<file path="config.mk">
export PLATFORM = sky130hd
export DESIGN_NAME = muldiv_sequencer
export DESIGN_NICKNAME = d
export VERILOG_FILES = /design/src/rtl/muldiv_sequencer.sv
export SDC_FILE = /design/constraint.sdc
export NUM_CORES = 1
export LEC_CHECK = 0
export ABC_CLOCK_PERIOD_IN_PS = 17600
export CAP_MARGIN = 20
export CORE_AREA = 2 2 151 153
export CTS_CLUSTER_DIAMETER = 40
export DETAILED_ROUTE_END_ITERATION = 16
export DIE_AREA = 0 0 153 155
export PLACE_DENSITY = 0.83
export SETUP_SLACK_MARGIN = 0.3
export SLEW_MARGIN = 15
export SYNTH_ARGS = -nofsm -noshare
export SYNTH_HDL_FRONTEND = slang
export SYNTH_SLANG_ARGS = --single-unit
</file>
<file path="constraint.sdc">
create_clock -name clk -period 17.6 [get_ports clk]
set_input_delay 3.52 -clock clk [delete_from_list [all_inputs] [get_ports clk]]
set_output_delay 3.52 -clock clk [all_outputs]
set_load 0.05 [all_outputs]
</file>
<file path="src/rtl/muldiv_sequencer.sv">
// Multi-cycle unsigned MULTU/DIVU sequencer for the EX stage.
// Radix-2 shift-add multiply and restoring divide, one step per clock, writing HI/LO on completion.
module muldiv_sequencer #(
  parameter int WIDTH = 32,
  parameter int CNT_W = 6
) (
  input  logic             clk,
  input  logic             reset,
  input  logic             start,
  input  logic [1:0]       op,
  input  logic [WIDTH-1:0] src_a,
  input  logic [WIDTH-1:0] src_b,
  input  logic             hilo_rd,
  output logic             stall,
  output logic             busy,
  output logic             done,
  output logic             div_by_zero,
  output logic [WIDTH-1:0] hi,
  output logic [WIDTH-1:0] lo
);

  // state  | meaning
  // S_IDLE | waiting for a MULTU/DIVU
  // S_MUL  | shift-add iterations
  // S_DIV  | restoring divide iterations
  // S_DONE | one-cycle completion, HI/LO already updated
  typedef enum logic [1:0] {S_IDLE, S_MUL, S_DIV, S_DONE} state_t;

  state_t           r_state, w_state_nxt;
  logic [WIDTH-1:0] r_opnd, w_opnd_nxt;
  logic [WIDTH-1:0] r_acc_hi, w_acc_hi_nxt;
  logic [WIDTH-1:0] r_acc_lo, w_acc_lo_nxt;
  logic [WIDTH-1:0] r_hi, w_hi_nxt;
  logic [WIDTH-1:0] r_lo, w_lo_nxt;
  logic [CNT_W-1:0] r_count, w_count_nxt;
  logic             r_dbz, w_dbz_nxt;

  logic             w_last;
  logic [WIDTH:0]   w_mul_sum;
  logic [WIDTH-1:0] w_mul_hi, w_mul_lo;
  logic [WIDTH:0]   w_div_shift;
  logic             w_div_ok;
  logic [WIDTH-1:0] w_div_rem, w_div_quo;

  assign w_last = (r_count == CNT_W'(WIDTH - 1));

  // Multiply: acc_hi is the upper product half, acc_lo holds the shrinking multiplier.
  assign w_mul_sum = {1'b0, r_acc_hi} + ({1'b0, r_opnd} & {(WIDTH+1){r_acc_lo[0]}});
  assign w_mul_hi  = w_mul_sum[WIDTH:1];
  assign w_mul_lo  = {w_mul_sum[0], r_acc_lo[WIDTH-1:1]};

  // Divide: acc_hi is the remainder, acc_lo the dividend shifting into the quotient.
  // The shifted remainder needs one extra bit; once accepted, the result always fits WIDTH bits.
  assign w_div_shift = {r_acc_hi, r_acc_lo[WIDTH-1]};
  assign w_div_ok    = (w_div_shift >= {1'b0, r_opnd});
  assign w_div_rem   = w_div_ok ? (w_div_shift[WIDTH-1:0] - r_opnd) : w_div_shift[WIDTH-1:0];
  assign w_div_quo   = {r_acc_lo[WIDTH-2:0], w_div_ok};

  always_comb begin
    w_state_nxt  = r_state;
    w_opnd_nxt   = r_opnd;
    w_acc_hi_nxt = r_acc_hi;
    w_acc_lo_nxt = r_acc_lo;
    w_hi_nxt     = r_hi;
    w_lo_nxt     = r_lo;
    w_count_nxt  = r_count;
    w_dbz_nxt    = r_dbz;
    case (r_state)
      S_IDLE: begin
        if (start && op == 2'b00) begin
          w_state_nxt  = S_MUL;
          w_opnd_nxt   = src_a;
          w_acc_hi_nxt = '0;
          w_acc_lo_nxt = src_b;
          w_count_nxt  = '0;
          if (src_b != '0) w_dbz_nxt = 1'b0;
        end else if (start && op == 2'b01) begin
          if (src_b != '0) begin
            w_state_nxt  = S_DIV;
            w_opnd_nxt   = src_b;
            w_acc_hi_nxt = '0;
            w_acc_lo_nxt = src_a;
            w_count_nxt  = '0;
            w_dbz_nxt    = 1'b0;
          end else begin
            w_state_nxt = S_DONE;
            w_hi_nxt    = src_a;
            w_lo_nxt    = '1;
            w_dbz_nxt   = 1'b1;
          end
        end
      end
      S_MUL: begin
        w_acc_hi_nxt = w_mul_hi;
        w_acc_lo_nxt = w_mul_lo;
        w_count_nxt  = r_count + 1'b1;
        if (w_last) begin
          w_state_nxt = S_DONE;
          w_hi_nxt    = w_mul_hi;
          w_lo_nxt    = w_mul_lo;
        end
      end
      S_DIV: begin
        w_acc_hi_nxt = w_div_rem;
        w_acc_lo_nxt = w_div_quo;
        w_count_nxt  = r_count + 1'b1;
        if (w_last) begin
          w_state_nxt = S_DONE;
          w_hi_nxt    = w_div_rem;
          w_lo_nxt    = w_div_quo;
        end
      end
      S_DONE: w_state_nxt = S_IDLE;
      default: w_state_nxt = S_IDLE;
    endcase
  end

  always_ff @(posedge clk or posedge reset) begin
    if (reset) begin
      r_state  <= S_IDLE;
      r_opnd   <= '0;
      r_acc_hi <= '0;
      r_acc_lo <= '0;
      r_hi     <= '0;
      r_lo     <= '0;
      r_count  <= '0;
      r_dbz    <= 1'b0;
    end else begin
      r_state  <= w_state_nxt;
      r_opnd   <= w_opnd_nxt;
      r_acc_hi <= w_acc_hi_nxt;
      r_acc_lo <= w_acc_lo_nxt;
      r_hi     <= w_hi_nxt;
      r_lo     <= w_lo_nxt;
      r_count  <= w_count_nxt;
      r_dbz    <= w_dbz_nxt;
    end
  end

  // Stall drops in DONE so a held MFHI/MFLO reads the fresh HI/LO there.
  assign busy  = (r_state != S_IDLE);
  assign done  = (r_state == S_DONE);
  assign stall = ((r_state == S_IDLE) && start && !op[1])
               || (r_state == S_MUL) || (r_state == S_DIV)
               || (busy && hilo_rd && (r_state != S_DONE));

  assign div_by_zero = r_dbz;
  assign hi          = r_hi;
  assign lo          = r_lo;

endmodule
</file>
==> summary.md <==
| Metric | Value |
|---|---|
| Worst Path Max Fanout | 6 |
| Initial antenna violation count | 1 |
| Min Tclk post-route | 8.88 ns |
| Tcrit/Tclk final | 50.4% |
| Status | complete, no violations |
| WL final | 41.4 mm |
| Setup violations, final | 0 |
| Hpwl dp | 29.2 mm |
| Gpl congestion | 0.990 |
| Skew final | 0.0152 ns |
| Die X | 153 um |
| Async set-reset flop share out of synthesis | 100% |
| CTS Hold Bufs | 0 |
| Via/cell ratio | 6.69 |
| Total grt overflow | 0 |
| TritonCTS Buffers | 17 |
| Hold Fails Final Rpt | 0 |
| Post-synth top cells | 195 x o21ai_0, 183 x nand2_1, 169 x dfrtp_1 |
| Setup repair bufs after CTS | 0 |
| CTS Sinks | 169 |
| RSZ-0062 raised after global routing | no |
| DR iter-0 viols | 1288 |
| Non-filler cells, final | 1915 |
| Worst slew pin tran | 1.01 ns |
| Hold Crit Class | flip-flop to flip-flop |
| WL met2 | 18.3 mm |
| Core area | 22200 um2 |
| Critical path type | input pin to primary output |
| Synth area leaders | dfrtp_1 33%, o21ai_0 7.7%, ha_1 6.9% |
| Layout cells sized above 1 | 6.20% |
| Ys flop type | dfrtp_1 |
| Post-synthesis sequential area ratio | 33.4% |
| Arr. time, crit path | 5.36 ns |
| Max-cap viol count | 0 |
| Hold path depth | 2 |
| DP Cell Count | 1882 |
| Max layer used | met4 |
| Crit start category | input pin |
| Global Route Usage Sum | 34.4% |
| Max Clock Freq | 0.113 GHz |
| Yosys cell types | 72 |
| Endpoint of the worst setup timing path | stall |
| DRT Pass-1 Iters | 6 |
| Slew Limit Fails | 0 |
| Largest net degree at the start of global routing | 95 |
| Area Overhead vs Synth | 16.2% |
| Synth Instances | 1551 |
| DR vias | 12.8k |
| IO Count | 138 |
| Met3 routed WL | 4.82 mm |
| Final Util | 66.2% |
| Worst Setup SP | start |
| Mapped cell area | 12700 um2 |
| Dominant cell type by area after synthesis | dfrtp_1 |
| Reg2Reg Setup Slack | 13.18 ns |
| Final worst slack | 8.72 ns |
| Number of synthesized flops with an enable pin | 0 |
| Die area | 23700 um2 |
| Synth Register Bits | 169 |
| Starting Density | 56.9% |
| # DRC | 0 |
| Post-Syn Area per Cell | 8.16 um2 |
| Setup TNS | 0 ns |
| Setup crit end kind | primary output |
| Ys Warns | 0 |
| Die H | 155 um |
| FF-to-FF path depth | 11 |
| Max clock buf depth | 2 |
| H-tree Lvls | 4 |
| Vias in the first global route | 12.1k |
| Placement Rows | 55 |
| DR WL/cell | 21.6 um |
| Reg-to-reg startpoint | r_opnd[1] |
| CTS tree | yes |
| Routed Antenna Nets | 0 |
| Yosys top cell area share | 33.4% |
| Antenna cell count | 0 |
| First-pass GRT wire length | 65.4 mm |
| Reg-to-reg endpoint | hi[12] |
| Worst slew margin | 32.8% |
| Clk_lat worst skew | 0.45 ns |
| Critical Path RT | 14.08 ns |
| Clock root cell | clkbuf_16 |
| Clock slew at reported path FFs | 0.07 ns |
| Met1 Wirelength | 17.0 mm |
| Syn_nets | 1693 |
| Pre-CTS WS | 8.74 ns |
| Post-cts repair resize count | 0 |
| Final #Nets | 1760 |
| Most common cell in the synthesized netlist | o21ai_0 |
| IO Port Bufs | 137 |
registers in the layout, indices dropped and copies added, names as in the netlist:
name	flops
lo	32
r_state	2
r_acc_lo	32
r_opnd	32
r_count	6
hi	32
r_acc_hi	32
div_by_zero	1
cell usage in the layout, fill, tap and decap left out, types with 11 or more instances in the layout:
cell type	count
a221o_1	31
xnor2_1	28
ha_1	67
nand3_1	36
dfrtp_1	169
o21a_1	11
nor2_1	139
nand2_1	182
clkbuf_16	17
mux2i_1	36
a21oi_1	88
o21ai_1	14
and3_1	26
inv_1	52
nor3_1	13
a21o_1	37
xor2_1	16
o211ai_1	14
o21ai_0	195
nand4_1	14
mux2_2	39
a22oi_1	15
a211oi_1	12
and2_1	39
clkdlybuf4s50_1	137
a31oi_1	20
o31ai_1	11
per-layer routing:
| layer | global-route usage [%] | vias up |
|---|---|---|
| met2 | 53.1 | 803 |
| li1 | - | 5775 |
| met5 | 0 | - |
| met3 | 9.47 | 96 |
| met4 | 11.6 | 0 |
| met1 | 47.0 | 6128 |
area by class of cell:
| cell class | count | area, um2 |
|---|---|---|
| multi-input cells | 1227 | 7850 |
| fillers | 1785 | 7520 |
| flip-flops and latches | 169 | 4230 |
| repair buffers | 149 | 1490 |
| clock buffers | 17 | 425 |
| well taps | 285 | 357 |
| inverters | 54 | 208 |
| clock inverters | 14 | 153 |
how the worst min path moves through the flow:
stage	from	end	slack, ns
after CTS	hi[6]	hi[6]	0.49
after global placement	hi[6]	hi[6]	0.46
final	hi[6]	hi[6]	0.49
after detailed placement	hi[6]	hi[6]	0.47
after floorplan	r_opnd[30]	r_opnd[30]	0.46
after global routing	hi[6]	hi[6]	0.51
critical path: stages:
cell and delay, ns:
clkdlybuf4s50_1 0.47, nor2b_1 0.37, nand2_1 0.13, nand2_1 0.08, clkdlybuf4s50_1 0.79
metrics by stage:
stage	cell area, um2	hold WS [ns]
floorplan	12700	0.463
global placement	14100	0.464
detailed placement	14100	0.471
CTS	14700	0.487
global route	14700	0.509
finish	14700	0.487
kinds of logic (layout without fill, tap and decap cells):
kind of cell / Yosys count / count (layout) / synth area share (%)
buf+inv: 155 / 234 / 4.71
fa+ha+maj: 72 / 72 / 7.24
compound gates: 525 / 525 / 26.6
simple gates: 511 / 511 / 18.7
flops: 169 / 169 / 33.4
xor+xnor: 44 / 44 / 3.05
mux: 75 / 75 / 6.32
Power is not shown: default switching activity piles up to over one toggle a cycle in this logic, so the estimate is an artifact.
==> RTL edit 1 (config.mk and constraints unchanged) <==
`CNT_W`: 6 -> 12.
--- a/src/rtl/muldiv_sequencer.sv
+++ b/src/rtl/muldiv_sequencer.sv
@@ -3,5 +3,5 @@
 module muldiv_sequencer #(
   parameter int WIDTH = 32,
-  parameter int CNT_W = 6
+  parameter int CNT_W = 12
 ) (
   input  logic             clk,
Behaviour: same outputs for any inputs over 4 cycles, from zero or initial values and one cycle with reset high; that may be too few to reach the edited logic, so the function may still have changed.
==> RTL edit 1 against the unedited design <==
Sequential cell count increased by 6; fmax up 1.4%; area after synthesis up 1.6%; wire length shrank 1.7%; first-iteration DRC count fell by 6.9%; sequential share of layout area up 0.60 points; design area up 1.4%; setup slack improved by 130 ps; worst hold slack gained 16 ps; core utilization is 0.96 points higher; largest cell class unchanged.
Power is left out: the tool's default activity adds up to more than one toggle a clock period on the data nets, which glitch-free logic cannot reach.
==> RTL edit 1: results (changes against the unedited design) <==
stage,metric,value,unit,change
routing,viasPerCell,6.49,,-3.0%
synthesis,avgSynthCellArea,8.30,sq um,+1.8%
routing,wl_per_cell,21.2,um,-2.1%
placement,place_hpwl,29500,um,+0.87%
synthesis,synth_edf_count,0,,unchanged
placement,place_ws,8860,ps,+120 ps
sta,period_share,49.7,%,-0.72 points
global_route,grt_pass1_wl,65600,um,+0.35%
global_route,grt_pass1_vias,12100,,+0.083%
routing,wl,40700,um,-1.7%
synthesis,ys_ff_latch,175,,+3.6%
worst_setup_path,path_max_fanout,3,,-3
worst_setup_path,r2r-start,r_acc_lo[0],,
cts,postCtsSetupRepairBufs,0,,unchanged
routing,drt_iter0_drc,1199,,-6.9%
sta,skew,11.1,ps,-4.10 ps
layout,bufAreaShareNonClock,10.0,%,-0.085 points
global_route,met1_usage,48.4,%,+1.4 points
layout,regArea,4380,sq um,+3.6%
layout,inv_count,57,,+5.6%
worst_setup_path,startpoint,op[1],,
placement,dpl-instance-area,14300,sq um,+1.4%
worst_setup_path,crit_end,stall,,
synthesis,synth_cell_type_count,86,,+19%
worst_setup_path,rrSetupSlack,13520,ps,+340 ps
global_route,grt.total_usage,34.4,%,about the same
global_route,grtUsageMet2,53.7,%,+0.62 points
layout,final_core_util,67.1,%,+0.96 points
status,status,finished clean,,
placement,gp_congestion,0.952,,-3.8%
sta,tightest_slew,983,ps,-24.7 ps
global_route,met3_usage,6.52,%,-3.0 points
layout,num-multi-input-gates,1224,,-0.24%
layout,clk_share,4.00,%,+0.070 points
worst_setup_path,reg2regPathDepth,12,,+1
worst_setup_path,r2r-end,hi[23],,
layout,diodes,0,,unchanged
layout,nFillCells,1851,,+3.7%
layout,buffers,150,,+0.67%
synthesis,ys_seq_area_share,34.1,%,+0.63 points
placement,dp.cells,1889,,+0.37%
layout,design_area,14900,sq um,+1.4%
synthesis,synth_area_leaders,"dfrtp_1, ha_1, o21ai_0",,
worst_setup_path,cp.arrival,5230,ps,-130 ps
layout,multi_input_area_share,52.8,%,-0.61 points
layout,nClkBuffers,18,,+1
layout,drive_above_1_share,7.02,%,+0.82 points
synthesis,syn-num-nets,1691,,-0.12%
layout,fin_nets,1767,,+0.40%
synthesis,netlist_top_cells_count,"dfrtp_1, o21ai_0, nand2_1, nor2_1, a21oi_1",,
[RTL edit 1: worst min path at each step]
stage                from          to  slack [ps]  depth (start not counted)
4_1_cts             hi[2]       hi[2]         500                          2
5_1_grt             hi[2]       hi[2]         540                          2
2_1_floorplan  r_opnd[30]  r_opnd[30]         460                          2
3_3_place_gp        hi[3]       hi[3]         470                          2
6_report            hi[2]       hi[2]         500                          2
3_5_place_dp        hi[2]       hi[2]         480                          2
[RTL edit 1: cell families after synthesis]
group	synth area share, %
mux	6.80
compound gates	25.5
xor+xnor	3.47
buf+inv	4.88
flops	34.1
simple gates	18.2
fa+ha+maj	7.12
[RTL edit 1: worst max-delay path, cell delays in order]
cell,delay (ps)
clkdlybuf4s50_1,470
nand2b_1,200
nor2_1,80
a211o_1,270
clkdlybuf4s50_1,700
[RTL edit 1: layer usage]
layer | wire (um) | part of all wire, %
met5 | 0 | 0
met4 | 1220 | 3.0
met3 | 3390 | 8.3
met2 | 18600 | 46
met1 | 17500 | 43
==> RTL edit 2 (config.mk and constraints unchanged) <==
Made on the original files. `r_lo` no longer has a reset.
--- a/src/rtl/muldiv_sequencer.sv
+++ b/src/rtl/muldiv_sequencer.sv
@@ -123,5 +123,4 @@
       r_acc_lo <= '0;
       r_hi     <= '0;
-      r_lo     <= '0;
       r_count  <= '0;
       r_dbz    <= 1'b0;
@@ -132,8 +131,11 @@
       r_acc_lo <= w_acc_lo_nxt;
       r_hi     <= w_hi_nxt;
-      r_lo     <= w_lo_nxt;
       r_count  <= w_count_nxt;
       r_dbz    <= w_dbz_nxt;
     end
+  end
+
+  always_ff @(posedge clk) begin
+    r_lo <= w_lo_nxt;
   end
 
Formal check against the unedited RTL: not equivalent (a bounded check fails within 4 cycles, from zero or initial values and one cycle with reset high).
==> RTL edit 2 against the unedited design <==
Wire length is 0.20% lower; count of clock-buffer cells in the layout stayed put; area after synthesis is 1.1% lower; sequential cell count stayed put; register-to-register slack better by 380 ps; design area is 0.92% lower; fmax is 0.40% lower; setup slack worse by 35 ps.
==> RTL edit 2: results (changes against the unedited design) <==
stage,metric,value,unit,change
synthesis,synth_cell_type_count,90,,+25%
layout,drive_above_1_share,7.84,%,+1.6 points
worst_setup_path,startpoint,start,,
worst_setup_path,cp.arrival,5390,ps,+30 ps
global_route,grt_pass1_vias,11700,,-3.2%
worst_setup_path,reg2regPathDepth,12,,+1
synthesis,synth_edf_count,32,,+32
synthesis,async_flop_share,81.1,%,-19 points
worst_hold_path,hp-start,hi[8],,
placement,place_ws,8700,ps,-44.8 ps
placement,gp_congestion,1.06,,+6.8%
placement,dp.cells,1771,,-5.9%
status,status,finished clean,,
worst_setup_path,r2r-start,r_acc_lo[0],,
placement,dpl-instance-area,14000,sq um,-0.99%
placement,place_hpwl,29800,um,+2.1%
placement,io_buffer_count,137,,unchanged
synthesis,synth.most_common_cell,nand2_1,,
global_route,grt_max_degree,93,,-2.1%
cts,clock_latency,450,ps,about the same
worst_setup_path,cp_top_family,buffers and inverters,,
layout,nFillCells,1750,,-2.0%
global_route,grt_pass1_wl,64800,um,-0.95%
routing,viasPerCell,6.71,,+0.40%
sta,tightest_slew,1110,ps,+101 ps
synthesis,avgSynthCellArea,8.72,sq um,+6.9%
routing,drt_iter0_drc,1389,,+7.8%
synthesis,syn-num-nets,1578,,-6.8%
synthesis,ys_seq_area_share,35.1,%,+1.6 points
routing,wl_per_cell,22.9,um,+6.0%
sta,holdWs,501,ps,+14.4 ps
power,leakagePower,6.24,nW,
worst_setup_path,r2r-end,hi[26],,
global_route,antenna_found_initial,0,,-1
sta,period_share,50.6,%,+0.20 points
synthesis,netlist_top_cells_count,"nand2_1, o21ai_0, dfrtp_1",,
layout,diodes,0,,unchanged
sta,skew,20.9,ps,+5.64 ps
worst_setup_path,rrSetupSlack,13560,ps,+380 ps
routing,wl,41300,um,-0.20%
worst_setup_path,max_stage_delay,790,ps,about the same
cts,ctsResizeCount,0,,unchanged
synthesis,synth_area_leaders,"dfrtp_1, edfxtp_1, ha_1",,
synthesis,synthFlopType,dfrtp_1,,
global_route,grt.total_usage,34.5,%,+0.084 points
cts,postCtsSetupRepairBufs,0,,unchanged
worst_hold_path,holdPathEnd,hi[8],,
worst_setup_path,crit_end,stall,,
synthesis,synth_warnings,0,,unchanged
[RTL edit 2: changes by cell type after synthesis, sizes merged, moves of 9 or more]
| cell | before | now |
|---|---|---|
| o21ai | 209 | 199 |
| nand3 | 37 | 24 |
| nor2 | 141 | 46 |
| a21o | 37 | 25 |
| and3 | 26 | 39 |
| a21oi | 89 | 104 |
| mux2i | 36 | 45 |
| dfrtp | 169 | 137 |
| clkbuf | 79 | 61 |
| edfxtp | 0 | 32 |
| buf | 22 | 40 |
[RTL edit 2: per-layer routing]
layer / up-vias / wire length, um / GRT usage, % / share of wire, %
met5: - / 0 / 0 / 0
met4: 0 / 2090 / 16.1 / 5.1
met3: 144 / 4180 / 6.96 / 10
met2: 783 / 18900 / 55.0 / 46
met1: 5740 / 16100 / 45.4 / 39
li1: 5434 / - / - / -
[RTL edit 2: cell families (layout without fill, tap and decap cells)]
family,after synthesis,count (layout),synth area share (%)
compound gates,508,508,26.6
simple gates,406,406,15.8
flops,169,169,35.1
buf+inv,153,235,5.04
mux,79,79,6.69
fa+ha+maj,72,72,7.31
xor+xnor,49,49,3.49
[RTL edit 2: layout make-up]
| type | instances | area (sq um) | area share, % |
|---|---|---|---|
| clock inverter | 15 | 196 | 1.35 |
| timing repair buffer | 151 | 1490 | 10.2 |
| multi-input combinational | 1114 | 7520 | 51.6 |
| tap | 285 | 357 | 2.45 |
| sequential | 169 | 4390 | 30.1 |
| clock buffer | 17 | 425 | 2.92 |
| inverter | 52 | 200 | 1.37 |
[RTL edit 2: power by group]
| part | switching [mW] | total, mW | internal (mW) |
|---|---|---|---|
| sequential | 0.164 | 0.785 | 0.621 |
| clock | 0.198 | 0.393 | 0.195 |
| combinational | 1.46 | 2.22 | 0.757 |
